<file path="src/rtl/s_axi_lite_regfile.sv">
// s_axi_lite_regfile: AXI4-Lite slave exposing P_NUM_REGS registers with byte strobes,
// read-only mask, decoupled AW/W acceptance and OKAY/SLVERR/DECERR responses.
module s_axi_lite_regfile #(
    parameter int P_S_AXI_DATA_WIDTH = 32,
    parameter int P_S_AXI_ADDR_WIDTH = 6,
    parameter int P_NUM_REGS = 8,
    parameter logic [P_NUM_REGS-1:0] P_RO_MASK = '0
) (
    input  logic                                     S_AXI_ACLK,
    input  logic                                     S_AXI_ARESETN,
    input  logic [P_S_AXI_ADDR_WIDTH-1:0]            S_AXI_AWADDR,
    input  logic [2:0]                               S_AXI_AWPROT,
    input  logic                                     S_AXI_AWVALID,
    output logic                                     S_AXI_AWREADY,
    input  logic [P_S_AXI_DATA_WIDTH-1:0]            S_AXI_WDATA,
    input  logic [P_S_AXI_DATA_WIDTH/8-1:0]          S_AXI_WSTRB,
    input  logic                                     S_AXI_WVALID,
    output logic                                     S_AXI_WREADY,
    output logic [1:0]                               S_AXI_BRESP,
    output logic                                     S_AXI_BVALID,
    input  logic                                     S_AXI_BREADY,
    input  logic [P_S_AXI_ADDR_WIDTH-1:0]            S_AXI_ARADDR,
    input  logic [2:0]                               S_AXI_ARPROT,
    input  logic                                     S_AXI_ARVALID,
    output logic                                     S_AXI_ARREADY,
    output logic [P_S_AXI_DATA_WIDTH-1:0]            S_AXI_RDATA,
    output logic [1:0]                               S_AXI_RRESP,
    output logic                                     S_AXI_RVALID,
    input  logic                                     S_AXI_RREADY,
    output logic [P_NUM_REGS*P_S_AXI_DATA_WIDTH-1:0] o_reg_data,
    input  logic [P_NUM_REGS*P_S_AXI_DATA_WIDTH-1:0] i_ro_data,
    output logic [P_NUM_REGS-1:0]                    o_wr_pulse
);
    localparam int DW = P_S_AXI_DATA_WIDTH;
    localparam int AW = P_S_AXI_ADDR_WIDTH;
    localparam int NB = DW / 8;
    localparam int LSB = $clog2(NB);
    localparam int IW = AW - LSB;

    logic                  aw_held, w_held, aw_held_n, w_held_n;
    logic                  aw_hs, w_hs, ar_hs, commit, rvalid_n;
    logic [IW-1:0]         aw_idx, ar_idx;
    logic [DW-1:0]         w_data, rd_val;
    logic [NB-1:0]         w_strb;
    logic [P_NUM_REGS-1:0] wr_sel;
    logic [1:0]            wr_resp, rd_resp;
    logic [DW-1:0]         regs [P_NUM_REGS];
    logic                  unused_bits;

    assign unused_bits = ^{S_AXI_AWPROT, S_AXI_ARPROT, S_AXI_AWADDR[LSB-1:0], S_AXI_ARADDR[LSB-1:0], i_ro_data};

    assign aw_hs     = S_AXI_AWVALID & S_AXI_AWREADY;
    assign w_hs      = S_AXI_WVALID & S_AXI_WREADY;
    assign ar_hs     = S_AXI_ARVALID & S_AXI_ARREADY;
    assign commit    = aw_held & w_held & (~S_AXI_BVALID | S_AXI_BREADY);
    assign aw_held_n = aw_hs | (aw_held & ~commit);
    assign w_held_n  = w_hs | (w_held & ~commit);
    assign rvalid_n  = ar_hs | (S_AXI_RVALID & ~S_AXI_RREADY);
    assign ar_idx    = S_AXI_ARADDR[AW-1:LSB];

    // Indices with no matching register fall through to the DECERR defaults.
    always_comb begin
        wr_sel  = '0;
        wr_resp = 2'b11;
        rd_val  = '0;
        rd_resp = 2'b11;
        for (int i = 0; i < P_NUM_REGS; i++) begin
            if (aw_idx == IW'(i)) begin
                wr_sel[i] = ~P_RO_MASK[i];
                wr_resp   = P_RO_MASK[i] ? 2'b10 : 2'b00;
            end
            if (ar_idx == IW'(i)) begin
                rd_val  = P_RO_MASK[i] ? i_ro_data[i*DW +: DW] : regs[i];
                rd_resp = 2'b00;
            end
        end
    end

    always_ff @(posedge S_AXI_ACLK or negedge S_AXI_ARESETN) begin
        if (!S_AXI_ARESETN) begin
            aw_held       <= 1'b0;
            w_held        <= 1'b0;
            aw_idx        <= '0;
            w_data        <= '0;
            w_strb        <= '0;
            S_AXI_AWREADY <= 1'b0;
            S_AXI_WREADY  <= 1'b0;
            S_AXI_BVALID  <= 1'b0;
            S_AXI_BRESP   <= 2'b00;
            S_AXI_ARREADY <= 1'b0;
            S_AXI_RVALID  <= 1'b0;
            S_AXI_RDATA   <= '0;
            S_AXI_RRESP   <= 2'b00;
            o_wr_pulse    <= '0;
            for (int i = 0; i < P_NUM_REGS; i++) regs[i] <= '0;
        end else begin
            aw_held       <= aw_held_n;
            w_held        <= w_held_n;
            S_AXI_AWREADY <= ~aw_held_n;
            S_AXI_WREADY  <= ~w_held_n;
            if (aw_hs) aw_idx <= S_AXI_AWADDR[AW-1:LSB];
            if (w_hs) begin
                w_data <= S_AXI_WDATA;
                w_strb <= S_AXI_WSTRB;
            end
            S_AXI_BVALID <= commit | (S_AXI_BVALID & ~S_AXI_BREADY);
            if (commit) S_AXI_BRESP <= wr_resp;
            o_wr_pulse <= commit ? wr_sel : '0;
            for (int i = 0; i < P_NUM_REGS; i++)
                for (int b = 0; b < NB; b++)
                    if (commit && wr_sel[i] && w_strb[b]) regs[i][b*8 +: 8] <= w_data[b*8 +: 8];
            // Read data is captured at the AR handshake, so a same-edge write is not visible.
            S_AXI_RVALID  <= rvalid_n;
            S_AXI_ARREADY <= ~rvalid_n;
            if (ar_hs) begin
                S_AXI_RDATA <= rd_val;
                S_AXI_RRESP <= rd_resp;
            end
        end
    end

    for (genvar g = 0; g < P_NUM_REGS; g++) begin : g_out
        assign o_reg_data[g*DW +: DW] = regs[g];
    end
endmodule
</file>
<file path="config.mk">
export PLATFORM = sky130hd
export DESIGN_NAME = s_axi_lite_regfile
export DESIGN_NICKNAME = d
export VERILOG_FILES = /design/src/rtl/s_axi_lite_regfile.sv
export SDC_FILE = /design/constraint.sdc
export NUM_CORES = 1
export LEC_CHECK = 0
export BUFFER_PORTS_ARGS = -buffer_cell sky130_fd_sc_hd__clkbuf_2
export CORE_AREA = 2 2 243 245
export CTS_BUF_LIST = sky130_fd_sc_hd__clkbuf_4 sky130_fd_sc_hd__clkbuf_8
export CTS_CLUSTER_DIAMETER = 80
export DETAILED_ROUTE_END_ITERATION = 10
export DIE_AREA = 0 0 245 247
export GPL_TIMING_DRIVEN = 0
export PLACE_DENSITY_LB_ADDON = 0.2
export SLEW_MARGIN = 20
export SYNTH_ARGS = -nofsm -noshare
export SYNTH_HDL_FRONTEND = slang
export SYNTH_SLANG_ARGS = --single-unit
</file>
<file path="constraint.sdc">
create_clock -name S_AXI_ACLK -period 5.25 [get_ports S_AXI_ACLK]
set_input_delay 0.7875 -clock S_AXI_ACLK [delete_from_list [all_inputs] [get_ports S_AXI_ACLK]]
set_output_delay 0.7875 -clock S_AXI_ACLK [all_outputs]
set_load 0.02 [all_outputs]
</file>
# [After elaboration in Yosys (flattened, before gate mapping)]
# Cells that the tools add are included.
# W data, S select, Z words.
[op_classes] n_eq_ne=14 mux=33 bitwise_logic=21 n_reduce_logical=42
[ops] cell="$mux W32" n=8
[ops] cell="$logic_and A1 B1 Y1" n=40
[ops] cell="$eq A4 B3 Y1 const B" n=8
[ops] cell="$mux W2" n=16
[ops] cell="$eq A4 B2 Y1 const B" n=4
[ops] cell="$and A1 B1 Y1" n=9
[ops] cell="$eq A4 B1 Y1 const B" n=2
[ops] cell="$logic_not A4 Y1" n=2
[ops] cell="$mux W1" n=8
[ops] cell="$mux W8" n=1
[ops] cell="$not A1 Y1" n=7
[ops] cell="$or A1 B1 Y1" n=5
[totals] regBits=347 inputBits=317 output_inout_bits=305

# [Longest topological paths before layout]
# Gate-level depths: netlist (run 1).
[logic_depth] ltp_word=9 ltp_mapped=8

# [Least setup slack after synthesis (run 1)]
# OpenSTA, ideal clock, no wires.
[synth_timing] path_kind="in2reg" startpoint="in S_AXI_BREADY" endpoint="reg regs (netlist bit o_reg_data[0])" setup_time_ns=0.125 arrival_time_ns=2.060 t_required_ns=5.125 slack_ns=3.065 path_stages=5 cell_sequence="nand2b_2 nand3_1 nor3_4 nand3_2 mux2_2"
[synth_via] elab_chain_len=4
[synth_rtl] item="from (decl)" line="21" rtl="input logic S_AXI_BREADY,"
[synth_rtl] item="$or A1 B1 Y1" line="55" rtl="assign commit = aw_held & w_held & (~S_AXI_BVALID | S_AXI_BREADY);"
[synth_rtl] item="$and A1 B1 Y1" line="55"
[synth_rtl] item="$logic_and A1 B1 Y1 (2 in a row)" line="111" rtl="if (commit && wr_sel[i] && w_strb[b]) regs[i][b*8 +: 8] <= w_data[b*8 +: 8];"
[synth_rtl] item="to (signal, indexed assignment)" line="111"
[synth_rtl] item="to (decl)" line="47" rtl="logic [DW-1:0] regs [P_NUM_REGS];"
# Every way passes these cells.
# A chain may end at the register's enable or synchronous reset.

# [Worst setup path in the final report (run 1)]
[layout_timing] startpoint="in S_AXI_ARADDR[2]" endpoint="reg S_AXI_RDATA[9]"
[layout_via] elab_chain_len=9 word_cells_on_any_way=16
[layout_rtl] item="from (decl)" line="22" rtl="input logic [P_S_AXI_ADDR_WIDTH-1:0] S_AXI_ARADDR,"
[layout_rtl] item="$logic_not A4 Y1" line="72" rtl="if (ar_idx == IW'(i)) begin"
[layout_rtl] item="$mux W32 (7 in a row)" line="72"
[layout_rtl] item="$mux W32 *" line="72"
[layout_rtl] item="to (signal assigned)" line="116" rtl="S_AXI_RDATA <= rd_val;"
[layout_rtl] item="to (decl)" line="26" rtl="output logic [P_S_AXI_DATA_WIDTH-1:0] S_AXI_RDATA,"
# Every way passes the cells marked *; elsewhere a longest branch is shown, timed or not.

==> flow_summary.rst, run 1 <==
.. list-table::
   :header-rows: 1

   * - Metric
     - Value
   * - Sum of overflow across all layers after global routing
     - 0
   * - Main combinational cell family by area after synthesis
     - multiplexers
   * - Post_cts resized
     - 0
   * - Top area cells in the synthesized netlist
     - dfrtp_1 57%, mux2_2 24%, o21ai_0 1.8%, o32ai_1 1.7%, o311a_1 1.7%
   * - CP Data Arrival Time
     - 3.28 ns
   * - Post-Synth Adder-Cell Area
     - 0%
   * - Half-perimeter wire length of the detailed placement result
     - 42920 um
   * - Drt pass-1 iters
     - 5
   * - Proportion of netlist area held by the largest area contributor
     - 57.12%
   * - Slew at the pin with the worst max-slew slack
     - 0.9756 ns
   * - Per-cell routed wire length
     - 24.96 um
   * - Routed Wire Length
     - 60220 um
   * - Sequential share of the synthesized area
     - 57.12%
   * - Number of routed nets with antenna violations
     - 0
   * - HP Class
     - primary input to flop
   * - CTS buffer count
     - 69
   * - Count of standard-cell rows
     - 89
   * - Cell chosen for the clock root
     - clkbuf_8
   * - Crit path capture type
     - flop
   * - Sink Count
     - 345
   * - Clock latency at the later pin of the worst-skew pair
     - 0.65 ns
   * - Clock Skew
     - 0.03528 ns
   * - Initial antenna violation count
     - 4
   * - Detailed Route Iter0 Violations
     - 532
   * - Library cell with the largest summed area after synthesis
     - dfrtp_1
   * - Data required time at the worst endpoint
     - 5.74 ns
   * - # DRC
     - 0
   * - Total Die Area
     - 60520 um^2
   * - RSZ-0062 raised after global routing
     - false
   * - Accumulated negative setup slack
     - 0 ns
   * - Count of final setup violators
     - 0
   * - First-pass GRT wire length
     - 85840 um
   * - Num ports
     - 622
   * - Xor/xnor cell area share of the yosys netlist
     - 0%
   * - Area fraction in compound gates after synthesis
     - 8.610%
   * - Max-slew violation total from the final report
     - 0
   * - Type of element launching the critical path
     - primary input
   * - Most common cell in the netlist
     - dfrtp_1
   * - Summed instance area of the synthesized netlist
     - 15110 um^2
   * - Clk buf depth
     - 3
   * - Clk slew on worst S/H paths
     - 0.06 ns
   * - Power density normalized to cell area
     - 536.1 nW/um^2
   * - Vias in the first global route
     - 12000
   * - CTS HTree Levels
     - 3
   * - Number of distinct library cells after synthesis
     - 40
   * - Mapped Cells
     - 1161
   * - Share of synthesized area spent on multiplexers
     - 24.77%
   * - Async set or reset register ratio after synthesis
     - 100.0%
   * - Final #Nets
     - 1908
   * - Count of state elements after synthesis
     - 345
   * - Effective utilization at floorplan
     - 25.95%
   * - Period Utilization, post-route
     - 52.98%
   * - Total GRT Usage
     - 19.79%
   * - Largest fanout on the critical path
     - 10
   * - Maximum ir drop on the vdd rail
     - 231.9 uV
   * - Pin count of the biggest net entering global routing
     - 89
   * - Drt via density
     - 4.801
   * - Most used DFF post-synth
     - dfrtp_1
   * - Filler instances
     - 6001
   * - Syn_area_per_cell
     - 13.02 um^2
   * - Via count
     - 11590
   * - Fraction of layout instances using a drive strength above 1
     - 52.84%
   * - Ranking of synthesized cells by instance count
     - 345 x dfrtp_1, 328 x mux2_2, 69 x nor2_1, 54 x o21ai_0, 40 x a21oi_1
   * - Horiz. Die Dim
     - 245 um
   * - Synthesized Nets
     - 1478
   * - Die height
     - 247 um
   * - Endpoints failing hold
     - 0
   * - Placer congestion estimate
     - 0.7988
   * - Status
     - finished clean
   * - Minimum clock period
     - 2.782 ns
   * - Upper clock frequency limit
     - 0.3595 GHz
   * - Reported max-cap violation count
     - 0
   * - Type of the worst setup path
     - primary input to flop
   * - Number of synthesis warnings
     - 0
   * - Total power after layout
     - 10.40 mW
   * - Count of port buffers added during placement
     - 354
   * - Area taken by flip-flops and latches
     - 8633 um^2
   * - EDFF count, synth
     - 0
   * - Simple-gate portion of the synthesized area
     - 6.631%
   * - Clock tree from TritonCTS
     - yes
   * - Count of buffers added by post-CTS timing repair for setup
     - 0
   * - Max_slew headroom
     - 34.96%
   * - Synthesis-to-layout area growth
     - 28.41%
   * - Leakage power total
     - 9.437 nW
   * - Core area
     - 58240 um^2
   * - Multi-input gate area in the final layout
     - 6047 um^2
[placed cells by master, fill, tap and decap left out, types with 26 or more instances in the layout]
cell	count
clkbuf_2	353
mux2_2	328
a21oi_1	40
o311a_1	26
dfrtp_1	345
o21ai_0	54
o22ai_1	31
clkbuf_1	39
nor2_1	69
clkbuf_4	28
nand2_1	28
clkbuf_8	78
or3_1	26
inv_1	37
o32ai_1	30
[area by class of cell]
type / count / share of cell area, %
Sequential cell: 345 / 44.48
Multi-Input combinational cell: 714 / 31.16
Timing Repair Buffer: 359 / 9.793
Clock buffer: 105 / 6.544
Tap cell: 773 / 4.984
Buffer: 64 / 1.496
Clock inverter: 12 / 0.7672
Inverter: 38 / 0.7350
Antenna cell: 3 / 0.03868
[repair_timing]
action                                  4_1_cts  5_1_grt
endpoints found under the setup margin        0        0
hold buffers                                  1        0
endpoints found under the hold margin        19        0
[cells by family (layout without fill, tap and decap cells)]
logic type	count (synthesis)	after routing
flip-flops	345	345
multiplexers	333	333
AO/OA/AOI/OAI	196	196
AND/OR/NAND/NOR	185	185
buffers and inverters	102	578
other	0	3
[flip-flops by register name, indices dropped and copies added (netlist names)]
signal	flops
o_wr_pulse	8
S_AXI_RDATA	32
o_reg_data	256
S_AXI_BRESP	1
S_AXI_RRESP	1
S_AXI_RVALID	1
w_strb	4
aw_idx	4
S_AXI_BVALID	1
S_AXI_AWREADY	1
w_data	32
S_AXI_WREADY	1
w_held	1
aw_held	1
S_AXI_ARREADY	1
[critical path: stages]
cell	delay, ns
clkbuf_2	0.09
buf_2	0.25
buf_1	0.55
nand3_1	0.81
buf_2	0.51
o22ai_1	0.18
nor2_1	0.06
[final timing paths]
kind                                 startpoint              end  slack, ns  cells past startpoint
min in group asynchronous         S_AXI_ARESETN       w_data[29]       0.59                      2
worst max register to register        aw_idx[2]  o_reg_data[220]       2.65                      4
worst min-delay path            S_AXI_WDATA[24]       w_data[24]       0.37                      2
worst min register to register   S_AXI_RRESP[0]   S_AXI_RRESP[0]       0.53                      2
worst max-delay path            S_AXI_ARADDR[2]   S_AXI_RDATA[9]       2.47                      7
max in group asynchronous         S_AXI_ARESETN  S_AXI_RDATA[14]       3.43                      4
[routing by layer]
layer	vias to the layer above	global-route usage (%)	share of wire, %
met5	-	0	0.040
met4	4	5.362	2.0
met3	79	5.644	7.0
met2	441	30.40	45
met1	5953	27.19	46
li1	5109	-	-
[power by group]
| part | internal, mW | total (mW) | switching, mW |
|---|---|---|---|
| sequential | 3.43 | 4.33 | 0.900 |
| combinational | 1.26 | 3.20 | 1.93 |
| clock | 1.68 | 2.87 | 1.19 |
[per-stage QoR]
stage	area (um^2)	setup WS (ns)	utilization [%]	hold WS, ns	std cells
floorplan	15110	3.065	-	0.4919	1161
global placement	17850	-4.681	30.65	0.4937	2288
detailed placement	17970	1.737	30.86	0.5177	2292
CTS	19400	2.416	33.31	0.3062	2410
global route	19400	2.335	33.32	0.3148	2412
finish	19410	2.468	33.32	0.3655	2413
Note: power is estimated with default switching activity, not from simulation.
==> inputs of run 2 (changes only) <==
--- a/config.mk
+++ b/config.mk
@@ -5,12 +5,13 @@
 export SDC_FILE = /design/constraint.sdc
 export NUM_CORES = 1
 export LEC_CHECK = 0
+export ABC_AREA = 1
 export BUFFER_PORTS_ARGS = -buffer_cell sky130_fd_sc_hd__clkbuf_2
-export CORE_AREA = 2 2 243 245
+export CORE_AREA = 2 2 244 246
 export CTS_BUF_LIST = sky130_fd_sc_hd__clkbuf_4 sky130_fd_sc_hd__clkbuf_8
 export CTS_CLUSTER_DIAMETER = 80
 export DETAILED_ROUTE_END_ITERATION = 10
-export DIE_AREA = 0 0 245 247
+export DIE_AREA = 0 0 246 248
 export GPL_TIMING_DRIVEN = 0
 export PLACE_DENSITY_LB_ADDON = 0.2
 export SLEW_MARGIN = 20
==> constraint.sdc (replaced) <==
create_clock -name S_AXI_ACLK -period 2.6 [get_ports S_AXI_ACLK]
set_input_delay 0.39 -clock S_AXI_ACLK [delete_from_list [all_inputs] [get_ports S_AXI_ACLK]]
set_output_delay 0.39 -clock S_AXI_ACLK [all_outputs]
set_load 0.02 [all_outputs]
==> run 2 against run 1 <==
Against the previous run: via count grew 20%; largest cell class unchanged; synthesized area is 4.5% lower; cell area shrank 0.54%; die area grew 0.81%; final cell count increased by 23%.
==> flow_summary.rst, run 2 <==
.. list-table::
   :header-rows: 1

   * - Metric
     - Value
   * - Clk buf depth
     - 3 (unchanged)
   * - Drt via density
     - 4.691 (-2.3%)
   * - # DRC
     - 0 (unchanged)
   * - Library cell with the largest summed area after synthesis
     - dfrtp_1
   * - Upper clock frequency limit
     - 0.4276 GHz
   * - Status
     - finished clean
   * - Ant. Diodes
     - 0 (-3)
   * - Core area
     - 58460 um^2 (+0.38%)
   * - Crit path capture type
     - flop
   * - Area taken by flip-flops and latches
     - 8633 um^2 (unchanged)
   * - Final WS setup
     - 0.2613 ns (-2.207 ns)
   * - Setup slack at placement
     - -0.7177 ns (-2.455 ns)
   * - Clock tree from TritonCTS
     - yes
   * - CP Data Arrival Time
     - 2.85 ns (-0.43 ns)
   * - EDFF count, synth
     - 0 (unchanged)
   * - Routed Wire Length
     - 65510 um (+8.8%)
   * - Proportion of netlist area held by the largest area contributor
     - 59.82% (+2.7 points)
   * - Number of flip-flops in the largest register
     - 256 (unchanged)
   * - Pin count of the biggest net entering global routing
     - 78 (-12%)
   * - Cell chosen for the clock root
     - clkbuf_8
   * - Fin Hold WS
     - 0.06791 ns (-0.2976 ns)
   * - Count of state elements after synthesis
     - 345 (unchanged)
   * - Clk slew on worst S/H paths
     - 0.06 ns (about the same)
   * - Total Die Area
     - 61010 um^2 (+0.81%)
   * - CTS buffer count
     - 67 (-2.9%)
   * - Detailed Route Iter0 Violations
     - 843 (+58%)
   * - Number of routed nets with antenna violations
     - 0 (unchanged)
   * - Top area cells in the synthesized netlist
     - dfrtp_1 60%, nand2_1 11%, o21ai_0 9.3%, nand3_1 4.5%, nor2_1 3.6%
   * - Maximum ir drop on the vdd rail
     - 690.8 uV (+200%)
   * - Delay contributed by the slowest stage of the critical path
     - 0.59 ns (-0.22 ns)
   * - Per-cell routed wire length
     - 22.15 um (-11%)
   * - Initial antenna violation count
     - 1 (-3)
   * - Type of element launching the critical path
     - flop
   * - RSZ-0062 raised after global routing
     - false
   * - Largest delay contributor family on the critical path
     - simple AND/OR/NAND/NOR gates
   * - Half-perimeter wire length of the detailed placement result
     - 48630 um (+13%)
   * - Mapped Cells
     - 1656 (+43%)
   * - Async set or reset register ratio after synthesis
     - 100.0% (unchanged)
   * - Number of distinct library cells after synthesis
     - 19 (-53%)
   * - CTS HTree Levels
     - 3 (unchanged)
   * - Drt pass-1 iters
     - 5 (unchanged)
   * - Number of buffers and inverters on the critical path
     - 1 (-3)
   * - Clock Skew
     - 0.02254 ns (-0.01273 ns)
   * - Via count
     - 13880 (+20%)
   * - Type of the worst setup path
     - flop to flop
   * - Summed instance area of the synthesized netlist
     - 14430 um^2 (-4.5%)
   * - Synthesis-to-layout area growth
     - 33.76%
   * - Count of final setup violators
     - 0 (unchanged)
   * - First-pass GRT wire length
     - 94520 um (+10%)
   * - Max_slew headroom
     - 26.66% (-8.3 points)
   * - HP Class
     - primary input to flop
   * - Max-slew violation total from the final report
     - 0 (unchanged)
   * - Total GRT Usage
     - 21.40% (+1.6 points)
   * - Multi-input gate area in the final layout
     - 5074 um^2 (-16%)
   * - Commonest cells after routing, fill and taps aside
     - 438 x nand2_1, 358 x clkbuf_2, 345 x dfrtp_1
   * - Minimum clock period
     - 2.339 ns
   * - Commonest non-fill, non-tap cell in the layout
     - nand2_1
   * - Most common cell in the netlist
     - nand2_1
   * - Sink Count
     - 345 (unchanged)
   * - Ranking of synthesized cells by instance count
     - 439 x nand2_1, 345 x dfrtp_1, 269 x o21ai_0, 137 x nor2_1, 129 x nand3_1
   * - Reported max-cap violation count
     - 0 (unchanged)
   * - Effective utilization at floorplan
     - 24.68% (-1.3 points)
   * - Count of standard-cell rows
     - 89 (unchanged)
   * - Clock latency at the later pin of the worst-skew pair
     - 0.65 ns (about the same)
   * - Horiz. Die Dim
     - 246 um (+0.41%)
   * - Final #Nets
     - 2454 (+29%)
   * - Sequential share of the synthesized area
     - 59.82% (+2.7 points)
   * - Period Utilization, post-route
     - 89.95%
   * - Count of port buffers added during placement
     - 355 (+0.28%)
   * - Num ports
     - 622 (unchanged)
   * - Leakage power total
     - 9.680 nW (+2.6%)
   * - Power density normalized to cell area
     - 1259 nW/um^2 (+130%)
   * - Sum of overflow across all layers after global routing
     - 0 (unchanged)
   * - Fraction of layout instances using a drive strength above 1
     - 23.66% (-29 points)
   * - Syn_area_per_cell
     - 8.715 um^2 (-33%)
   * - Number of synthesis warnings
     - 0 (unchanged)
   * - Die height
     - 248 um (+0.40%)
   * - Synthesized Nets
     - 1973 (+33%)
   * - Vias in the first global route
     - 13750 (+15%)
   * - Highest-delay cell along the critical path
     - dfrtp_1
   * - Placer congestion estimate
     - 0.8594 (+7.6%)
   * - Critical-path cell list
     - nand2_1, nor2_1, nand2_2, nor2_2, clkbuf_1, o21ai_0
   * - Largest fanout on the critical path
     - 10 (unchanged)
   * - Data required time at the worst endpoint
     - 3.11 ns (-2.63 ns)
   * - Endpoints failing hold
     - 0 (unchanged)
   * - Most used DFF post-synth
     - dfrtp_1
   * - Slew at the pin with the worst max-slew slack
     - 1.100 ns (+0.1244 ns)
   * - Filler instances
     - 6282 (+4.7%)
[run 2: path summary, 6_finish.rpt]
kind                                      from               to  slack [ns]  depth (start not counted)
worst max-delay path                 aw_idx[1]  o_reg_data[245]        0.26                          6
min in group asynchronous        S_AXI_ARESETN  S_AXI_RDATA[22]        0.34                          2
max in group asynchronous        S_AXI_ARESETN  o_reg_data[132]        1.09                          4
worst max register to register       aw_idx[1]  o_reg_data[245]        0.26                          6
worst min register to register    S_AXI_RVALID    S_AXI_ARREADY        0.46                          1
worst min-delay path            S_AXI_WSTRB[2]        w_strb[2]        0.07                          3
[run 2: layout make-up]
cell class | count | area share [%]
multi-input cells | 1107 | 26.28
plain buffers | 87 | 1.815
flip-flops and latches | 345 | 44.72
well taps | 773 | 5.010
clock inverters | 14 | 0.5898
clock buffers | 103 | 6.696
inverters | 117 | 2.275
repair buffers | 412 | 12.61
[run 2: per-stage QoR]
step	utilization [%]	power (mW)	cell area, um^2	TNS [ns]	instances
final	33.02	24.31	19300	0	2958
after global routing	33.02	25.90	19300	0	2958
after CTS	32.98	24.55	19280	0	2958
after detailed placement	29.68	18.59	17350	-47.34	2791
after global placement	29.38	18.37	17180	-2439.04	2784
after floorplan	-	14.14	14430	0	1656
[run 2: cells by family (layout without fill, tap and decap cells)]
| family | count (synthesis) | in the layout | share of synthesized area [%] |
|---|---|---|---|
| AOI/OAI and AO/OA | 358 | 358 | 12.87 |
| and+or+nand+nor | 748 | 748 | 21.79 |
| muxes | 1 | 1 | 0.07802 |
| buffers and inverters | 204 | 733 | 5.436 |
| DFF | 345 | 345 | 59.82 |
[run 2: routing by layer]
layer,vias to the layer above,GRT usage [%],wire length [um]
li1,6396,-,-
met4,0,6.720,1501
met1,6841,29.21,29550
met2,554,32.61,28830
met3,84,6.174,5635
met5,-,0,0
[run 2: what timing repair did]
| item | 4_1_cts | 5_1_grt |
|---|---|---|
| endpoints found under the hold margin | 111 | 0 |
| hold buffers | 43 | 0 |
| gates resized for setup | 6 | 8 |
| pin swaps | 4 | 0 |
| cloned | 0 | 0 |
| endpoints found under the setup margin | 163 | 27 |
| setup buffers | 7 | 0 |
[run 2: power by group]
part	leakage, nW	internal (mW)	total, mW	switching (mW)
Clock	0.732	3.27	5.75	2.48
Sequential	4.45	7.61	9.76	2.15
Combinational	4.50	2.58	8.80	6.22
[run 2: worst register-to-register path, stage by stage (launching register included)]
cell and delay, ns:
dfrtp_1 0.59, nand2_1 0.15, nor2_1 0.16, nand2_2 0.29
nor2_2 0.47, clkbuf_1 0.42, o21ai_0 0.14
